### src/rtl/reg_wb.sv
// reg_wb -- register write-back unit for the cpu15 core.
//
// Owns the eight general registers read by the decode stage. A write
// (register number + data) is accepted over a valid/ready handshake into a
// one-entry pending slot. It is committed on a following edge unless STALL is
// high. Same-edge commit and accept is supported, so the unit can sustain one
// write per cycle.
//
// Ports:
//   CLK_WB      in   write-back clock, rising edge
//   RST_N       in   asynchronous active-low reset
//   WB_VALID    in   write request present
//   WB_READY    out  request can be accepted this cycle
//   N_REG_IN    in   destination register number
//   WB_DATA     in   write data
//   STALL       in   blocks commit of the pending write
//   REG0..REG7  out  registered register contents
//   BUSY        out  one-hot of the pending destination, 0 when slot empty
//   WB_DONE     out  one-cycle pulse after a commit edge
//   N_REG_OUT   out  register number of the last committed write
//
// Optional build macro:
//   REG_WB_ZERO_REG_EN  REG0 reads as constant zero. Writes to register 0
//                       still handshake and report completion, but never
//                       modify it.

module reg_wb #(
   parameter int unsigned          DATA_W    = 16,
   parameter logic [DATA_W-1:0]    RESET_VAL = 16'h0000
) (
   input  logic              CLK_WB,
   input  logic              RST_N,
   input  logic              WB_VALID,
   output logic              WB_READY,
   input  logic [2:0]        N_REG_IN,
   input  logic [DATA_W-1:0] WB_DATA,
   input  logic              STALL,
   output logic [DATA_W-1:0] REG0,
   output logic [DATA_W-1:0] REG1,
   output logic [DATA_W-1:0] REG2,
   output logic [DATA_W-1:0] REG3,
   output logic [DATA_W-1:0] REG4,
   output logic [DATA_W-1:0] REG5,
   output logic [DATA_W-1:0] REG6,
   output logic [DATA_W-1:0] REG7,
   output logic [7:0]        BUSY,
   output logic              WB_DONE,
   output logic [2:0]        N_REG_OUT
);

   typedef enum logic {
      EMPTY = 1'b0,
      FULL  = 1'b1
   } state_t;

   state_t            state;
   state_t            state_nxt;
   logic [2:0]        pend_n;
   logic [DATA_W-1:0] pend_data;
   logic [DATA_W-1:0] regs [8];
   logic              accept;
   logic              commit;

   always_ff @(posedge CLK_WB or negedge RST_N) begin
      if (!RST_N) begin
         state <= EMPTY;
      end else begin
         state <= state_nxt;
      end
   end

   always_comb begin
      WB_READY  = 1'b0;
      accept    = 1'b0;
      commit    = 1'b0;
      BUSY      = '0;
      state_nxt = state;

      // A stalled full slot cannot drain, so it cannot take a new request.
      WB_READY = (state == EMPTY) || !STALL;
      accept   = WB_VALID && WB_READY;
      commit   = (state == FULL) && !STALL;

      if (state == FULL) begin
         BUSY[pend_n] = 1'b1;
      end

      if (accept) begin
         state_nxt = FULL;
      end else if (commit) begin
         state_nxt = EMPTY;
      end
   end

   // Pending slot: refilled on every accept, including the edge that commits
   // its previous contents.
   always_ff @(posedge CLK_WB or negedge RST_N) begin
      if (!RST_N) begin
         pend_n    <= '0;
         pend_data <= '0;
      end else if (accept) begin
         pend_n    <= N_REG_IN;
         pend_data <= WB_DATA;
      end
   end

   always_ff @(posedge CLK_WB or negedge RST_N) begin
      if (!RST_N) begin
         for (int unsigned i = 0; i < 8; i++) begin
            regs[i] <= RESET_VAL;
         end
      end else begin
`ifdef REG_WB_ZERO_REG_EN
         if (commit && (pend_n != 3'd0)) begin
            regs[pend_n] <= pend_data;
         end
`else
         if (commit) begin
            regs[pend_n] <= pend_data;
         end
`endif
      end
   end

   always_ff @(posedge CLK_WB or negedge RST_N) begin
      if (!RST_N) begin
         WB_DONE   <= 1'b0;
         N_REG_OUT <= '0;
      end else begin
         WB_DONE <= commit;
         if (commit) begin
            N_REG_OUT <= pend_n;
         end
      end
   end

`ifdef REG_WB_ZERO_REG_EN
   assign REG0 = '0;
`else
   assign REG0 = regs[0];
`endif
   assign REG1 = regs[1];
   assign REG2 = regs[2];
   assign REG3 = regs[3];
   assign REG4 = regs[4];
   assign REG5 = regs[5];
   assign REG6 = regs[6];
   assign REG7 = regs[7];

endmodule

### config.mk
export PLATFORM = sky130hd
export DESIGN_NAME = reg_wb
export DESIGN_NICKNAME = d
export VERILOG_FILES = /design/src/rtl/reg_wb.sv
export SDC_FILE = /design/constraint.sdc
export NUM_CORES = 1
export LEC_CHECK = 0
export BUFFER_PORTS_ARGS = -buffer_cell sky130_fd_sc_hd__buf_2
export CAP_MARGIN = 20
export CORE_MARGIN = 4
export CORE_UTILIZATION = 52
export DETAILED_ROUTE_END_ITERATION = 16
export GPL_TIMING_DRIVEN = 1
export PLACE_DENSITY = 0.8
export SLEW_MARGIN = 20
export SYNTH_ARGS = -nofsm -noshare
export SYNTH_HDL_FRONTEND = slang
export SYNTH_SLANG_ARGS = --single-unit
### constraint.sdc
create_clock -name CLK_WB -period 2 [get_ports CLK_WB]
set_input_delay 0.4 -clock CLK_WB [delete_from_list [all_inputs] [get_ports CLK_WB]]
set_output_delay 0.4 -clock CLK_WB [all_outputs]
set_load 0.03 [all_outputs]
# Word-level counts from Yosys, hierarchy flattened
# Index checks and enable logic that the tools add are counted.
# Widths: inputs -> output; s select.
# word_totals
register_bits	152
latchBits	0
ramBits	0
rom_bits	0
wordCells	34
memories	0
# classes
addsub	0
n_mul	0
div_mod_pow	0
magnitude_cmp	4
eq_ne	0
n_shift	0
n_mux	8
n_bitwise	2
n_reduce_logical	7
# op_table
operator	count
$bwmux 128	1
$demux 16 s3	1
$mux 16	1
$mux 8	1
$ge 4x4->1 const B	1
$logic_and 1x1->1	4
$lt 3x4->1 const B	1
$lt 4x1->1 const B	1
$not 3->4	1
$demux 1 s3	1
$ge 3x1->1 const B	1
$mux 1	3
$reduce_bool 2->1	1
$logic_not 1->1	1
$logic_or 1x1->1	1
$not 1->1	1

# Logic depth before layout (Yosys ltp)
# Gate-level depths: netlist of run 1.
# depth
depth_word	6
ltp_mapped	6
mapped_depth_nobuf	3

# Least setup slack after synthesis of run 1
# OpenSTA, ideal clock, no wires.
# synth_path
path_type	register -> output
from	register pend_n[0]
to	output port BUSY[0]
arrival_time_ps	1400
t_required_ps	1600
setup_slack_ps	200
path_stages_with_launch	4
path_buffers	1
path_cell_list	dfrtp_1 > buf_2 > or2b_1 > nor3_1
# synth_via
elab_chain_len	5
# synth_lines
item	line_no	rtl
from (decl)	58	logic [2:0] pend_n;
from (signal assigned)	99	pend_n <= '0;
from (signal assigned)	102	pend_n <= N_REG_IN;
$lt 3x4->1 (not written as such) or $ge 3x1->1 (tied branches)	85	BUSY[pend_n] = 1'b1;
$logic_and 1x1->1 (not written as such)	85	
$mux 1 (not written as such)	85	
$demux 1 s3 (*)	85	
$mux 8 (*)	84	if (state == FULL) begin
to (decl)	46	output logic [7:0] BUSY,
# Mark *: on every way between the ends. The rest lies on a longest branch, timed or not.

# Final worst setup path of run 1
# layout_path
from	register state
to	output port BUSY[0]
# layout_via
elab_chain_len	1
# layout_lines
item	line_no	rtl
from (decl)	56	state_t state;
from (signal assigned)	68	state <= state_nxt;
$mux 8	84	
# Every way passes these cells.

==> results.toml, run 1 <==
[outcome]
outcome = "finished, final reports clean"

[setup_path]
critPathKind = "reg -> out"
end_kind = "output pin"
worst_path_max_delay_cell = "dfrtp_1"
crit_chain = "or2b_4 > nor3_2 > buf_4"
path_max_fanout = 4
cpPeakStageDelay_ns = 0.41
worstPathRequired_ns = 1.60
start_kind = "flop"
arrival_ns = 1.57

[global_route]
antenna_found_initial = 1
met3_usage_pct = 8.88
met2_usage_pct = 37.3
use_met1_pct = 27.7
grt_pass1_wl_um = 22200
grt_pass1_vias = 4035
track_usage_pct = 22.7
top_usage_layer = "met2"
grt-ovfl-total = 0
grt_max_degree = 54

[pwr]
p_total_mw = 14.4
ir_drop_v = 0.00109
power_density_nw_per_um2 = 1900
p_leak_nw = 3.66

[final_layout]
nets = 560
diodes = 0
layout-area-overhead-vs-synth_pct = 30.8
final_cells = 690
drive_above_1_share_pct = 68.5
fin_area_um2 = 7540

[cts]
cts.path.max_buffers = 2
clk_pin_slew_ns = 0.06
root_buffer = "clkbuf_8"
cts_tree = "done"
cts_sinks = 152
cts_buffers = 17
clock_latency_ns = 0.51
htreeDepth = 4

[logic_synthesis]
ys_async_sr_fraction_pct = 100
synth_sequential_area_ratio_pct = 66.0
synth_flop_cell = "dfrtp_1"
synth-edff-count = 0
synth.most_common_cell = "dfrtp_1"
ys_seq_elements = 152
yosysWarnings = 0
postSynthAreaPerCell_um2 = 16.7
netlist_area_um2 = 5770
synth_cell_types = 16
synth_xor_area_share_pct = 0
synth_top_area_share_pct = 66.0
synthesis.nets = 369
synth_fa_ha_area_share_pct = 0
yosys.area.top_type = "dfrtp_1"
synthMuxAreaShare_pct = 29.7
synth_compound_area_share_pct = 0
yosys-top-cells-area = "dfrtp_1 (66%), mux2_2 (27%), mux2_4 (2.6%)"
synth_top_family_by_area = "multiplexers"
synthCells = 346
ys_top_cells_by_count = "dfrtp_1 (152), mux2_2 (139), buf_2 (13), mux2_4 (10), nor2_1 (9)"
yosys.area_share.simple_pct = 2.52

[timing]
clock_skew_ns = 0.00737
relSlewSlack_pct = 66.5
finalMaxSlewViolations = 0
period_minus_slack_ns = 1.97
clock.fmax_mhz = 509
worstMarginPinSlew_ns = 0.502
post-route-period-util_pct = 98.3
setup_viol = 0
finalHoldViolCount = 0
setup_slack_ns = 0.0345

[placed_design]
hpwl_um = 9660
place.gp.congestion = 0.786
place_area_um2 = 6890
dp_cells = 653
place_worst_setup_slack_ns = 0.109
port_buffers = 163

[flow_run]
max_cap_viol_count = 0

[floorplan]
start_util_pct = 53.2
rows = 38
die_w_um = 113
core_area_um2 = 10800
die_y_um = 113
ioPinCount = 164
dieArea_um2 = 12800

[drt]
ant_nets = 0
dr.pass1.iters = 4
routed_wl_um = 13900
route.detailed.drc = 0
num_vias = 3648
dr.first_iter.drc_count = 200
routedWlPerCell_um = 20.1
viasPerCell = 5.29

[min_path]
hp-class = "in -> reg"
[critical path, delay by kind of cell, from the launching register on]
family	cells	cell delay, ns
buffers and inverters	1	0.19
and+or+nand+nor	2	0.46
DFF	1	0.41
[through the flow]
stage	util, %	setup TNS (ns)	hold slack (ns)
floorplan	-	0	0.104
global placement	63.6	0	0.374
detailed placement	63.6	0	0.381
CTS	69.1	-0.0222	0.0632
global route	69.6	-0.0429	0.0807
finish	69.6	0	0.0911
[logic make-up (layout without fill, tap and decap cells)]
logic type | after synthesis | after routing
buffers and inverters | 17 | 221
and+or+nand+nor | 28 | 28
muxes | 149 | 149
DFF | 152 | 152
[worst paths after layout]
| path | start | end | slack, ns | cells past startpoint |
|---|---|---|---|---|
| worst max register to register | pend_n[0] | REG0[7] | 0.07 | 5 |
| worst min-delay path | WB_VALID | state | 0.09 | 2 |
| worst min register to register | REG6[6] | REG6[6] | 0.50 | 1 |
| worst max-delay path | state | BUSY[0] | 0.03 | 3 |
| max in group asynchronous | RST_N | REG2[6] | 0.92 | 3 |
| min in group asynchronous | RST_N | REG2[11] | 0.45 | 2 |
[cell usage in the layout (no fill, tap or decap), types with 2 or more instances in the layout]
master and instances:
buf_12 5, buf_2 156, buf_4 22, bufinv_16 3, clkbuf_1 2, clkbuf_16 16, clkbuf_4 2, clkbuf_8 2
clkinv_2 5, clkinvlp_4 2, dfrtp_1 149, dfrtp_2 3, inv_6 2, mux2_2 139, mux2_4 10, nand2_1 4
nand2b_1 3, nor2_1 6, nor2_2 3, or3_1 3
[layout make-up]
type | instances | area [um2]
Clock buffer | 20 | 435
Clock inverter | 12 | 148
Fill cell | 749 | 3300
Inverter | 1 | 3.75
Multi-Input combinational cell | 177 | 1890
Sequential cell | 152 | 3810
Tap cell | 140 | 175
Timing Repair Buffer | 188 | 1090
[metal layers]
layer	part of all wire, %	wire length (um)
met5	0.050	7
met4	1.6	227
met3	8.7	1210
met2	49	6750
met1	41	5690
[timing repair]
| action | CTS | global route |
|---|---|---|
| endpoints found under the setup margin | 4 | 7 |
| pin swaps | 0 | 0 |
| buffers inserted | 0 | 4 |
| hold buffers | 1 | 0 |
| cloned | 0 | 0 |
| gates resized for setup | 5 | 8 |
| endpoints found under the hold margin | 49 | 0 |
[sequential cells by signal, summed over array words and instances (netlist names)]
name       flops
pend_n         3
REG6          16
REG0          16
REG7          16
REG1          16
state          1
REG2          16
WB_DONE        1
REG4          16
REG5          16
N_REG_OUT      3
REG3          16
pend_data     16
[report_power, final]
group          switching [mW]  internal, mW
combinational            3.85          2.06
clock                    1.19          1.93
sequential              0.877          4.45
total                    5.92          8.44
Note: power is estimated with default switching activity, not from simulation.
==> run 2, diff against run 1 <==
- BUFFER_PORTS_ARGS: -buffer_cell sky130_fd_sc_hd__buf_2 -> unset
- CORE_ASPECT_RATIO: unset -> 1.75
- CORE_UTILIZATION: 52 -> 60
- DONT_BUFFER_PORTS: unset -> 1
- PLACE_DENSITY: 0.8 -> 0.76
==> run 2 against run 1 <==
Compared with the run above: the run now ends with negative hold slack left; critical path depth unchanged; count of clock-buffer cells in the layout down 1; global-route usage up 0.64 points; sequential share of layout area up 6.3 points; cell count down 26%; hold slack worse by 0.41 ns; register-to-register slack better by 0.19 ns; clock power up 13%; power down 6.7%; critical path type unchanged; largest cell class unchanged.
==> results.toml, run 2 (synthesis results as in run 1) <==
[outcome]
outcome = "complete, but fails checks"
failed_checks = "negative hold slack"

[placed_design]
place.gp.congestion = 0.805
port_buffers = 0
hpwl_um = 8680

[final_layout]
layout-area-overhead-vs-synth_pct = 16.3
most-common-layout-cells = "dfrtp_1 (151), mux2_2 (139), buf_4 (23), clkbuf_16 (17), mux2_4 (10)"
fin_util_pct = 71.3
fillers = 597
layout_commonest_cell = "dfrtp_1"
diodes = 0
drive_above_1_share_pct = 54.9
nets = 396

[setup_path]
endpoint = "BUSY[0]"
critPathKind = "reg -> out"
cpPeakStageDelay_ns = 0.46
path_max_fanout = 8
crit_chain = "or2b_4 > nor3_2 > buf_4"
crit_family = "flip-flops"
arrival_ns = 1.49
cp_num_buf_inv = 1
start_kind = "flop"
startpoint = "pend_n[0]"
reg2reg_slack_ns = 0.26
worstPathRequired_ns = 1.60
r2r.worst_path.cells = 4
r2r-end = "REG0[14]"
worstReg2RegStart = "state"
worst_path_max_delay_cell = "dfrtp_2"
cp.depth = 3
end_kind = "output pin"

[drt]
dr.first_iter.drc_count = 102
ant_nets = 0
routed_wl_um = 12600
num_vias = 2974
routedWlPerCell_um = 24.7
route.detailed.drc = 0
viasPerCell = 5.85
dr.pass1.iters = 4

[timing]
worstMarginPinSlew_ns = 0.387
clock.fmax_mhz = 530
relSlewSlack_pct = 74.2
tns_ns = 0
clock_skew_ns = 0.00856
holdWs_ns = -0.317
rsz0062_at_grt = "false"
setup_viol = 0
finalMaxSlewViolations = 0
finalHoldViolCount = 152
post-route-period-util_pct = 94.3
period_minus_slack_ns = 1.89

[floorplan]
die_y_um = 138
ioPinCount = 164
dieArea_um2 = 11300
start_util_pct = 61.3
rows = 47
core_area_um2 = 9410
die_w_um = 82.1

[pwr]
swShare_pct = 41.6
power_density_nw_per_um2 = 2000
p_leak_nw = 3.00
pwr-share-clk_pct = 26.4
power_frac_seq_pct = 61.7
p_int_mw = 7.82
power_switching_mw = 5.57
ir_drop_v = 0.00130
p_comb_share_pct = 12.0

[global_route]
grt_pass1_wl_um = 18700
antenna_found_initial = 0
track_usage_pct = 23.3
grt_max_degree = 153
grt-ovfl-total = 0
grt_pass1_vias = 3219

[min_path]
hp-class = "in -> async"

[cts]
cts_buffers = 17
cts_tree = "done"
clock_latency_ns = 0.41
cts_sinks = 152
clk_pin_slew_ns = 0.06
post-cts-setup-buffers = 0
root_buffer = "clkbuf_16"
htreeDepth = 4
cts.path.max_buffers = 2

[flow_run]
max_cap_viol_count = 0
[run 2: worst min-delay path by stage]
stage / start / endpoint / slack (ns)
3_5_place_dp: RST_N / REG4[7] / 0.11
4_1_cts: RST_N / REG4[7] / -0.33
6_report: RST_N / REG2[7] / -0.32
2_1_floorplan: RST_N / N_REG_OUT[0] / 0.10
5_1_grt: RST_N / REG2[7] / -0.34
3_3_place_gp: RST_N / REG4[14] / 0.11
[run 2: final cells by class]
cell class | instances | area (um2) | share of cell area (%)
flip-flops and latches | 152 | 3800 | 56.7
multi-input cells | 177 | 1880 | 28.1
well taps | 122 | 153 | 2.28
clock buffers | 19 | 453 | 6.75
repair buffers | 24 | 193 | 2.87
clock inverters | 13 | 215 | 3.21
inverters | 1 | 3.75 | 0.0560
[run 2: what timing repair did]
action | 4_1_cts | 5_1_grt
resized for setup | 0 | 3
endpoints found under the hold margin | 152 | 152
setup endpoints to repair | 0 | 2
[run 2: routing by layer]
metal / routed length, um / vias up / global-route usage [%]
li1: - / 1271 / -
met3: 1190 / 13 / 11.2
met2: 6810 / 127 / 39.6
met5: 0 / - / 0
met4: 181 / 0 / 8.04
met1: 4390 / 1563 / 25.0
[run 2: power by group through the flow]
stage	Combinational (mW)	Clock [mW]	Sequential, mW
global placement	1.50	0	8.30
detailed placement	1.62	0	8.35
floorplan	1.39	0	7.84
CTS	1.63	3.59	8.31
global route	1.77	3.72	8.46
finish	1.60	3.53	8.26
[run 2: metrics by stage]
stage          setup WS, ns  instance area (um2)  power (mW)  instances
2_1_floorplan         0.200                 5770        9.23        346
3_3_place_gp          0.293                 6030        9.81        477
3_5_place_dp          0.236                 6030        9.97        477
4_1_cts              0.0123                 6700        13.5        509
5_1_grt              0.0229                 6710        13.9        508
6_report              0.115                 6710        13.4        508
